<file path="config.mk">
export PLATFORM = sky130hd
export DESIGN_NAME = usb3_ep0in_ctrl
export DESIGN_NICKNAME = d
export VERILOG_FILES = /design/src/rtl/usb3_ep0in_ctrl.sv
export SDC_FILE = /design/constraint.sdc
export NUM_CORES = 1
export LEC_CHECK = 0
export CAP_MARGIN = 30
export CORE_MARGIN = 2
export CORE_UTILIZATION = 41
export CTS_BUF_LIST = sky130_fd_sc_hd__clkbuf_8
export DETAILED_ROUTE_END_ITERATION = 10
export PLACE_DENSITY = 0.74
export SKIP_CTS_REPAIR_TIMING = 1
export SYNTH_ARGS = -nofsm -noshare
export SYNTH_HDL_FRONTEND = slang
export SYNTH_SLANG_ARGS = --single-unit
</file>
<file path="constraint.sdc">
create_clock -name clk -period 10.45 [get_ports clk]
set_input_delay 2.6125 -clock clk [delete_from_list [all_inputs] [get_ports clk]]
set_output_delay 2.6125 -clock clk [all_outputs]
set_load 0.02 [all_outputs]
</file>
<file path="src/rtl/usb3_ep0in_ctrl.sv">
// EP0 IN buffer sequencer: loads the response into the EP0 IN RAM, then plays it
// out as max-packet-sized data-stage packets with ZLP, retry rewind and abort.
module usb3_ep0in_ctrl #(
  parameter int DEPTH_LOG2 = 8,
  parameter int MAX_PKT    = 512
) (
  input  logic                  clk,
  input  logic                  reset,
  input  logic                  buf_wr_en,
  input  logic [31:0]           buf_wr_dat,
  input  logic                  buf_commit,
  input  logic [15:0]           buf_len,
  input  logic [15:0]           wlength,
  input  logic                  abort,
  input  logic                  in_req,
  output logic                  tx_valid,
  output logic [31:0]           tx_data,
  output logic [3:0]            tx_be,
  output logic                  tx_last,
  input  logic                  tx_ready,
  input  logic                  pkt_ack,
  input  logic                  pkt_retry,
  output logic                  ram_wr_we,
  output logic [DEPTH_LOG2-1:0] ram_wr_adr,
  output logic [31:0]           ram_wr_dat,
  output logic [DEPTH_LOG2-1:0] ram_rd_adr,
  input  logic [31:0]           ram_rd_dat,
  output logic                  busy,
  output logic                  done
);
  localparam int AW        = DEPTH_LOG2;
  localparam int TW        = DEPTH_LOG2 + 3;
  localparam int BUF_BYTES = 4 << DEPTH_LOG2;
  localparam logic [TW-1:0] MAXP = TW'(MAX_PKT);

  typedef enum logic [2:0] {IDLE, LOAD, READY, PRIME, STREAM, WAIT_ACK} state_t;
  state_t state, state_n;

  logic [AW:0]   wr_ptr, base, beat_cnt, pkt_words;
  logic [AW-1:0] rd_ptr;
  logic [TW-1:0] remain, pkt_bytes, total, remain_nxt;
  logic [15:0]   len_cap;
  logic          zlp_pend, zlp_nxt, is_zlp, done_q;
  logic          load_st, wr_ok, accept, last_beat, ack_ok, ack_fin;

  // Transfer length: buffer capacity, bytes loaded and wLength, whichever is smallest.
  always_comb begin
    len_cap = (buf_len > 16'(BUF_BYTES)) ? 16'(BUF_BYTES) : buf_len;
    total   = (len_cap > wlength) ? wlength[TW-1:0] : len_cap[TW-1:0];
  end

  always_comb begin
    pkt_bytes  = (remain > MAXP) ? MAXP : remain;
    pkt_words  = pkt_bytes[TW-1:2] + (AW+1)'(|pkt_bytes[1:0]);
    remain_nxt = remain - pkt_bytes;
    zlp_nxt    = zlp_pend & ~is_zlp;
    ack_ok     = (state == WAIT_ACK) & pkt_ack & ~pkt_retry;
    ack_fin    = ack_ok & (remain_nxt == '0) & ~zlp_nxt;
  end

  // Load port is a straight pass-through; only writes in IDLE/LOAD below the top word land.
  always_comb begin
    load_st    = (state == IDLE) || (state == LOAD);
    wr_ok      = load_st & buf_wr_en & ~wr_ptr[AW] & ~abort & ~reset;
    ram_wr_we  = wr_ok;
    ram_wr_adr = wr_ptr[AW-1:0];
    ram_wr_dat = buf_wr_dat;
  end

  // Read address runs one ahead on acceptance so ram_rd_dat always shows mem[rd_ptr].
  always_comb begin
    tx_valid   = (state == STREAM);
    last_beat  = (beat_cnt == (AW+1)'(1));
    tx_last    = tx_valid & last_beat;
    accept     = tx_valid & tx_ready;
    ram_rd_adr = accept ? rd_ptr + AW'(1) : rd_ptr;
    tx_data    = ram_rd_dat;
    tx_be      = 4'b0000;
    if (tx_valid && !is_zlp) begin
      tx_be = 4'b1111;
      if (last_beat) begin
        case (pkt_bytes[1:0])
          2'd1:    tx_be = 4'b0001;
          2'd2:    tx_be = 4'b0011;
          2'd3:    tx_be = 4'b0111;
          default: tx_be = 4'b1111;
        endcase
      end
    end
    busy = (state != IDLE);
    done = done_q;
  end

  always_comb begin
    state_n = state;
    if (abort) state_n = IDLE;
    else begin
      case (state)
        IDLE:     if (buf_commit) state_n = READY;
                  else if (buf_wr_en) state_n = LOAD;
        LOAD:     if (buf_commit) state_n = READY;
        READY:    if (in_req) state_n = PRIME;
        PRIME:    state_n = STREAM;
        STREAM:   if (accept && last_beat) state_n = WAIT_ACK;
        WAIT_ACK: if (pkt_retry) state_n = READY;
                  else if (pkt_ack) state_n = ack_fin ? IDLE : READY;
        default:  state_n = IDLE;
      endcase
    end
  end

  always_ff @(posedge clk) begin
    if (reset) state <= IDLE;
    else       state <= state_n;
  end

  always_ff @(posedge clk) begin
    if (reset) begin
      wr_ptr   <= '0;
      base     <= '0;
      beat_cnt <= '0;
      rd_ptr   <= '0;
      remain   <= '0;
      zlp_pend <= 1'b0;
      is_zlp   <= 1'b0;
      done_q   <= 1'b0;
    end else if (abort) begin
      wr_ptr   <= '0;
      remain   <= '0;
      zlp_pend <= 1'b0;
      done_q   <= 1'b0;
    end else begin
      done_q <= ack_fin;
      if (wr_ok) wr_ptr <= wr_ptr + (AW+1)'(1);
      case (state)
        IDLE, LOAD: if (buf_commit) begin
          remain   <= total;
          zlp_pend <= (total == '0) ||
                      (((total % MAXP) == '0) && ({{(16-TW){1'b0}}, total} < wlength));
          base     <= '0;
          wr_ptr   <= '0;
        end
        READY: if (in_req) rd_ptr <= base[AW-1:0];
        PRIME: begin
          is_zlp   <= (pkt_bytes == '0);
          beat_cnt <= (pkt_bytes == '0) ? (AW+1)'(1) : pkt_words;
        end
        STREAM: if (accept) begin
          rd_ptr   <= rd_ptr + AW'(1);
          beat_cnt <= beat_cnt - (AW+1)'(1);
        end
        WAIT_ACK: if (ack_ok) begin
          base     <= base + pkt_words;
          remain   <= remain_nxt;
          zlp_pend <= zlp_nxt;
        end
        default: ;
      endcase
    end
  end
endmodule

</file>
* Word-level counts from Yosys, hierarchy flattened
Cells that the tools add are included.
Word-level totals: register bits 52, bits of input ports 105, output and inout port bits 89, logic and storage cells 110
Operators by class: $add $sub $neg 6, magnitude comparators 4, eq/ne operators 17, mux-type cells 33, bitwise gates (word level) 17, reduce and logical (&&, ||, !) cells 24
Operators with widths (number):
- $mux W9 | 7
- $logic_not A11 Y1 | 4
- $mux W11 | 4
- $pmux W9 S2 | 2
- $pmux W11 S2 | 1
- $mux W3 | 7
- $pmux W3 S6 | 1
- $gt A16 B11 Y1 const B | 1
- $gt A16 B16 Y1 | 1
- $lt A11 B16 Y1 | 1
- $mux W16 | 1
- $mux W8 | 2
- $pmux W8 S2 | 1
- $pmux W4 S3 | 1
- $and A1 B1 Y1 | 11
- $gt A11 B10 Y1 const B | 1
- $sub A11 B11 Y11 | 1
- $add A9 B1 Y9 | 1
- $add A9 B1 Y9 const B | 1
- $add A9 B9 Y9 | 1
- $eq A9 B1 Y1 const B | 1
- $reduce_and A3 Y1 | 3
- $sub A9 B1 Y9 const B | 1
- $add A8 B1 Y8 const B | 1
- other kinds (23) | 45

* Depth between registers and ports, before layout
Gate-level depths: netlist (run 1).
depth after elaboration 10, mapped depth 20, gate-level depth less buffers 18

* Worst setup path before layout (run 1)
No wires, ideal clock.
path type in2reg, from in buf_len[15], to reg zlp_pend, library setup time 126 ps, arrival time 6491 ps, path slack 3833 ps, stages 19, buffers on the path 2, cells stage by stage or4_1 a211oi_2 and2_1 ha_1 a21oi_1 o21ai_0 a221o_1 o31a_1 buf_2 buf_6 mux2_1 ha_1 a21o_1 a21oi_1 nor2_1 a41oi_1 a2111oi_0 o21a_1 a32oi_1
On the way: word-level cells in the longest chain between the ends 9, elaborated cells between the ends (all ways) 11, those cells by class order compare (3); mux (4); reduce/logical (4)
Ends and longest elaborated chain:
- start, declared | RTL line 12 | input logic [15:0] buf_len,
- $gt A16 B11 Y1 | RTL line 48 | len_cap = (buf_len > 16'(BUF_BYTES)) ? 16'(BUF_BYTES) : buf_len;
- $mux W16 * | RTL line 48
- $gt A16 B16 Y1 | RTL line 49 | total = (len_cap > wlength) ? wlength[TW-1:0] : len_cap[TW-1:0];
- $mux W11 * | RTL line 49
- $lt A11 B16 Y1 / $logic_not A11 Y1 (equally long branches) | RTL line 139 | (((total % MAXP) == '0) && ({{(16-TW){1'b0}}, total} < wlength));
- $logic_and A1 B1 Y1 | RTL line 139
- $logic_or A1 B1 Y1 * | RTL line 138 | zlp_pend <= (total == '0) ||
- $mux W1 * | RTL line 136 | IDLE, LOAD: if (buf_commit) begin
- $pmux W1 S2 * | RTL line 135 | case (state)
- end signal, assigned | RTL line 138
- end signal, assigned | RTL line 155 | zlp_pend <= zlp_nxt;
- end, declared | RTL line 43 | logic zlp_pend, zlp_nxt, is_zlp, done_q;
Mark *: on every way between the ends. The rest lies on a longest branch, timed or not. The select of a mux whose other input is x is not followed. A chain may end at the register's enable or synchronous reset.

* Final worst setup path (run 1)
from in buf_len[5], to reg zlp_pend
Same word-level chain as after synthesis.

==> impl_metrics.toml, run 1 <==
[outcome]
status = "complete, no violations"

[die]
num_rows = 39
initial_core_util_pct = 42.2
die-area_mm2 = 0.0127
core_area_mm2 = 0.0115
io_pins = 194
fp.dieW_um = 113
fp.dieH_um = 113

[layout]
area_delta_synth_final_pct = 7.10
drive_above_1_share_pct = 3.83
stdcell_area_mm2 = 0.00519
diodes = 0
layout.nets = 773

[synthesis]
seq_area_frac_synth_pct = 21.1
synth_area_leaders = "dfxtp_1, buf_4, ha_1"
yosysTopAreaCellShare_pct = 21.1
syn_avg_cell_area_um2 = 7.50
synth_cell_types = 69
synth_cells = 646
yosysWarnings = 0
synth_edf_count = 0
synth_area_leader_cell = "dfxtp_1"
async_flop_share_pct = 0
netlist_area_mm2 = 0.00484
ys.flop_type = "dfxtp_1"
synth-seq-cells = 51

[grt]
first_global_vias = 4233
grt_pass1_wl_um = 19400
grt_max_degree = 30
grtUsageTotal_pct = 17.9
antenna_found_initial = 0
grt_overflow_total = 0

[cts]
clk_latency_ns = 0.31
cts_tree = "yes"
root_buffer = "clkbuf_8"
clkTransAtPathRegs_ns = 0.10
h-tree-depth = 2
clockBufferDepth = 2
clock_sinks = 51
cts_made_buffers = 5

[timing]
setup_viol = 0
rsz0062_at_grt = "no"
min_period_ns = 7.36
drv_slew = 0
max_freq_mhz = 136
fin_hold_ws_ns = 0.468
finalHoldViolations = 0
relSlewSlack_pct = 36.9
finClkSkew_ns = 0.00923
finalSetupTns_ns = 0
min_period_over_period_pct = 70.4
tightest_slew_ns = 0.934

[drt]
route.detailed.drc = 0
via_per_inst = 5.71
ant_nets = 0
routed-via-count = 4394
wire_per_inst_um = 15.1
routed_wirelength_um = 11600
drt_iter0_drc = 391
drt-pass1-iter-count = 7

[placed_design]
dp_hpwl_um = 9170
placed_cell_area_mm2 = 0.00505
place.gp.congestion = 0.920
port_buffers = 65

[pwr]
vdd.ir_drop.worst_v = 0.0000589
p_leak_nw = 2.07
power.density_mw_per_mm2 = 88.9
p_total_mw = 0.461

[critical_path]
start_kind = "input port"
reg2reg_depth = 17
endpoint_kind = "flop"
worstSetupPathType = "input port to flop"
crit_fanout = 16
cp_data_arrival_time_ns = 7.55
crit_required_ns = 10.65

[hold_path]
hp-class = "flop to flop"
hold_path_depth = 2

[run]
max_cap_viol_count = 0
per-stage QoR:
stage / instances / worst slack (ns) / util [%]
3_5_place_dp: 761 / 2.93 / 44.0
6_report: 769 / 3.09 / 45.2
2_1_floorplan: 650 / 3.83 / -
5_1_grt: 769 / 2.73 / 45.2
3_3_place_gp: 761 / 3.18 / 44.0
4_1_cts: 769 / 3.19 / 45.2
placed cells by master, fill, tap and decap left out, drive strengths merged, types with 4 or more instances in the layout:
cell / instances
clkbuf: 5
and2: 15
conb: 6
nor2b: 6
a22oi: 4
nand2: 55
xor2: 16
clkdlybuf4s50: 65
o211ai: 4
ha: 42
nand2b: 7
xnor2: 8
nor2: 64
nand3b: 4
mux2: 10
or3: 7
nand3: 21
or2: 5
nor4: 11
a211oi: 8
o21ai: 26
a32o: 5
dfxtp: 51
nand4: 12
a21o: 9
inv: 29
o21a: 8
and3: 4
a21oi: 51
nor3: 19
state kept, by name, indices dropped and copies added, names as in the netlist:
| name | count |
|---|---|
| state | 3 |
| is_zlp | 1 |
| rd_ptr | 8 |
| done | 1 |
| beat_cnt | 9 |
| wr_ptr | 9 |
| remain | 11 |
| base | 8 |
| zlp_pend | 1 |
report_power, final:
part / leakage, nW / internal, mW / switching (mW)
sequential: 0.412 / 0.197 / 0.00494
clock: 0.0644 / 0.0955 / 0.0719
combinational: 1.60 / 0.0408 / 0.0513
worst max-delay path: stages:
cell and delay [ns]:
clkdlybuf4s50_1 0.42, nor4_1 0.35, nand4b_1 0.16, a211oi_2 0.42, and2_1 0.22, ha_1 0.16, nand4_1 0.12, nor4_1 0.38
a21boi_1 0.21, o31a_1 0.60, mux2_1 0.43, ha_1 0.31, a21o_1 0.11, a21oi_1 0.06, nor2_1 0.16, a41oi_1 0.08
a2111oi_0 0.47, o21a_1 0.19, a32oi_1 0.09
cell families after synthesis:
group | after synthesis | share of synthesized area (%)
and+or+nand+nor | 239 | 24.8
adders and majority gates | 43 | 11.3
AOI/OAI and AO/OA | 144 | 19.4
muxes | 13 | 2.95
DFF | 51 | 21.1
xor gates and xnor gates | 24 | 4.34
other | 2 | 0.155
buffers and inverters | 130 | 16.0
layout make-up:
class / instances / area, um2
Timing Repair Buffer: 68 / 673
Tap cell: 143 / 179
Clock inverter: 3 / 67.6
Multi-Input combinational cell: 469 / 3060
Sequential cell: 51 / 1020
Fill cell: 1148 / 6280
Inverter: 30 / 118
Clock buffer: 5 / 68.8
layer usage:
metal	part of all wire, %	vias to the layer above	GRT usage [%]
met1	44	2030	22.6
met3	6.4	38	3.75
met5	0	-	0
met4	2.9	0	6.91
li1	-	2164	-
met2	47	162	30.0
synth_stat cells, types with 6 or more instances:
cell type	count
a211oi_1	7
a21o_1	9
a21oi_1	51
and2_1	15
buf_4	72
clkbuf_1	18
dfxtp_1	51
ha_1	42
inv_1	28
mux2_1	9
nand2_1	54
nand2b_1	7
nand3_1	21
nand4_1	12
nor2_1	64
nor2b_1	6
nor3_1	19
nor4_1	9
o21a_1	8
o21ai_0	22
or3_1	7
xnor2_1	8
xor2_1	16
worst paths after layout:
kind              slack [ns]               startpoint                    end
setup / recovery        3.09               buf_len[5]  zlp_pend$_SDFFE_PP0P_
hold / removal          0.47     wr_ptr[8]$_SDFF_PP0_   wr_ptr[8]$_SDFF_PP0_
setup reg to reg        6.48  remain[10]$_SDFFE_PP0P_   base[7]$_SDFFE_PP0P_
hold reg to reg         0.47     wr_ptr[8]$_SDFF_PP0_   wr_ptr[8]$_SDFF_PP0_
(Power assumes the default switching activity.)
==> run 2: changes to the inputs <==
clock period = 7.63 ns   (was 10.45 ns; I/O delays follow)
==> run 2 against run 1 <==
Against the previous run: global-route usage up 0.059 points; core utilization down 0.41 points; critical path depth down 1; non-clock buffer count unchanged; via count down 1.7%; first-iteration DRC count down 12%; worst setup slack worse by 2.0 ns; total power up 22%; clock power down 4%; combinational power up 36%; die area unchanged; cell count unchanged.
==> impl_metrics.toml, run 2 (synthesis gave the netlist of run 1 again) <==
[critical_path]
endpoint_kind = "flop"
crit_fanout = 16
crit_required_ns = 7.84
cp_data_arrival_time_ns = 6.77
worstSetupPathType = "input port to flop"
start_kind = "input port"

[drt]
route.detailed.drc = 0
ant_nets = 0
drt-pass1-iter-count = 5
wire_per_inst_um = 15.1
routed-via-count = 4320
drt_iter0_drc = 343
via_per_inst = 5.62
routed_wirelength_um = 11600

[cts]
cts_made_buffers = 5
clk_latency_ns = 0.31
clock_sinks = 51
cts_tree = "yes"
clockBufferDepth = 2
root_buffer = "clkbuf_8"
h-tree-depth = 2
clkTransAtPathRegs_ns = 0.10

[layout]
drive_above_1_share_pct = 3.83
largest_register = "remain"
largest_register_ffs = 11
diodes = 0
most-common-layout-cells = "clkdlybuf4s50_1, nor2_1, nand2_1, a21oi_1, dfxtp_1"
final_common_cell = "clkdlybuf4s50_1"
reg_top3 = "remain x11, beat_cnt x9, wr_ptr x9"
area_delta_synth_final_pct = 6.12
layout.nets = 773

[timing]
rsz0062_at_grt = "no"
drv_slew = 0
min_period_over_period_pct = 86.0
finalHoldViolations = 0
setup_viol = 0
min_period_ns = 6.56
finClkSkew_ns = 0.00968
relSlewSlack_pct = 38.2
finalSetupTns_ns = 0
max_freq_mhz = 152
tightest_slew_ns = 0.915

[pwr]
p_total_mw = 0.561
power.density_mw_per_mm2 = 109
vdd.ir_drop.worst_v = 0.0000762
p_leak_nw = 2.05

[placed_design]
port_buffers = 65
dp_hpwl_um = 9200
place.gp.congestion = 0.916

[die]
die-area_mm2 = 0.0127
fp.dieW_um = 113
io_pins = 194
fp.dieH_um = 113
core_area_mm2 = 0.0115
initial_core_util_pct = 42.2
num_rows = 39

[run]
max_cap_viol_count = 0

[grt]
grtUsageTotal_pct = 18.0
grt_pass1_wl_um = 19400
grt_overflow_total = 0
grt_max_degree = 30
first_global_vias = 4215
antenna_found_initial = 0

[outcome]
status = "complete, no violations"

[hold_path]
hp-class = "flop to flop"
==> run 2: worst paths after layout <==
kind | from | end | slack (ns) | cells past startpoint
max | buf_len[15] | zlp_pend$_SDFFE_PP0P_ | 1.07 | 18
min | rd_ptr[7]$_SDFFE_PP0P_ | rd_ptr[7]$_SDFFE_PP0P_ | 0.47 | 2
max reg2reg | remain[10]$_SDFFE_PP0P_ | base[7]$_SDFFE_PP0P_ | 3.63 | 17
min reg2reg | rd_ptr[7]$_SDFFE_PP0P_ | rd_ptr[7]$_SDFFE_PP0P_ | 0.47 | 2
==> run 2: cell type report <==
type	instances	area (um2)
Inverter	30	118
Timing Repair Buffer	68	673
Sequential cell	51	1020
Fill cell	1126	6330
Multi-Input combinational cell	469	3060
Clock buffer	5	68.8
Tap cell	143	179
Clock inverter	3	20.0
==> run 2: power by group <==
group | switching, mW | internal (mW) | leakage (nW)
clock network | 0.0957 | 0.0641 | 0.0402
registers | 0.00671 | 0.269 | 0.412
logic | 0.0692 | 0.0557 | 1.60
total | 0.172 | 0.389 | 2.05
==> run 2: per-layer routing <==
| metal | vias to the layer above | routed length (um) | track usage, % |
|---|---|---|---|
| met2 | 166 | 5630 | 31.3 |
| met5 | - | 0 | 0 |
| met1 | 1966 | 4980 | 22.5 |
| met3 | 26 | 868 | 4.34 |
| met4 | 0 | 162 | 3.98 |
| li1 | 2162 | - | - |
==> run 2: worst max-delay path, stage by stage <==
cell	delay, ns
clkdlybuf4s50_1	0.39
or4_1	0.55
a211oi_2	0.43
and2_1	0.23
ha_1	0.16
nand4_1	0.12
nor4_1	0.36
a21boi_1	0.22
o31a_1	0.59
mux2_1	0.43
ha_1	0.32
a21o_1	0.12
a21oi_1	0.06
nor2_1	0.14
a41oi_1	0.08
a2111oi_0	0.40
o21a_1	0.17
a32oi_1	0.08
==> run 2: through the flow <==
step	std cells	hold slack (ns)	cell area [um2]	setup WS (ns)	util, %
final	769	0.473	5140	1.07	44.8
after CTS	769	0.479	5140	1.08	44.8
after floorplan	650	0.430	4860	1.72	-
after detailed placement	761	0.465	5050	0.758	44.0
after global placement	761	0.444	5050	1.06	44.0
after global routing	769	0.513	5140	0.739	44.8
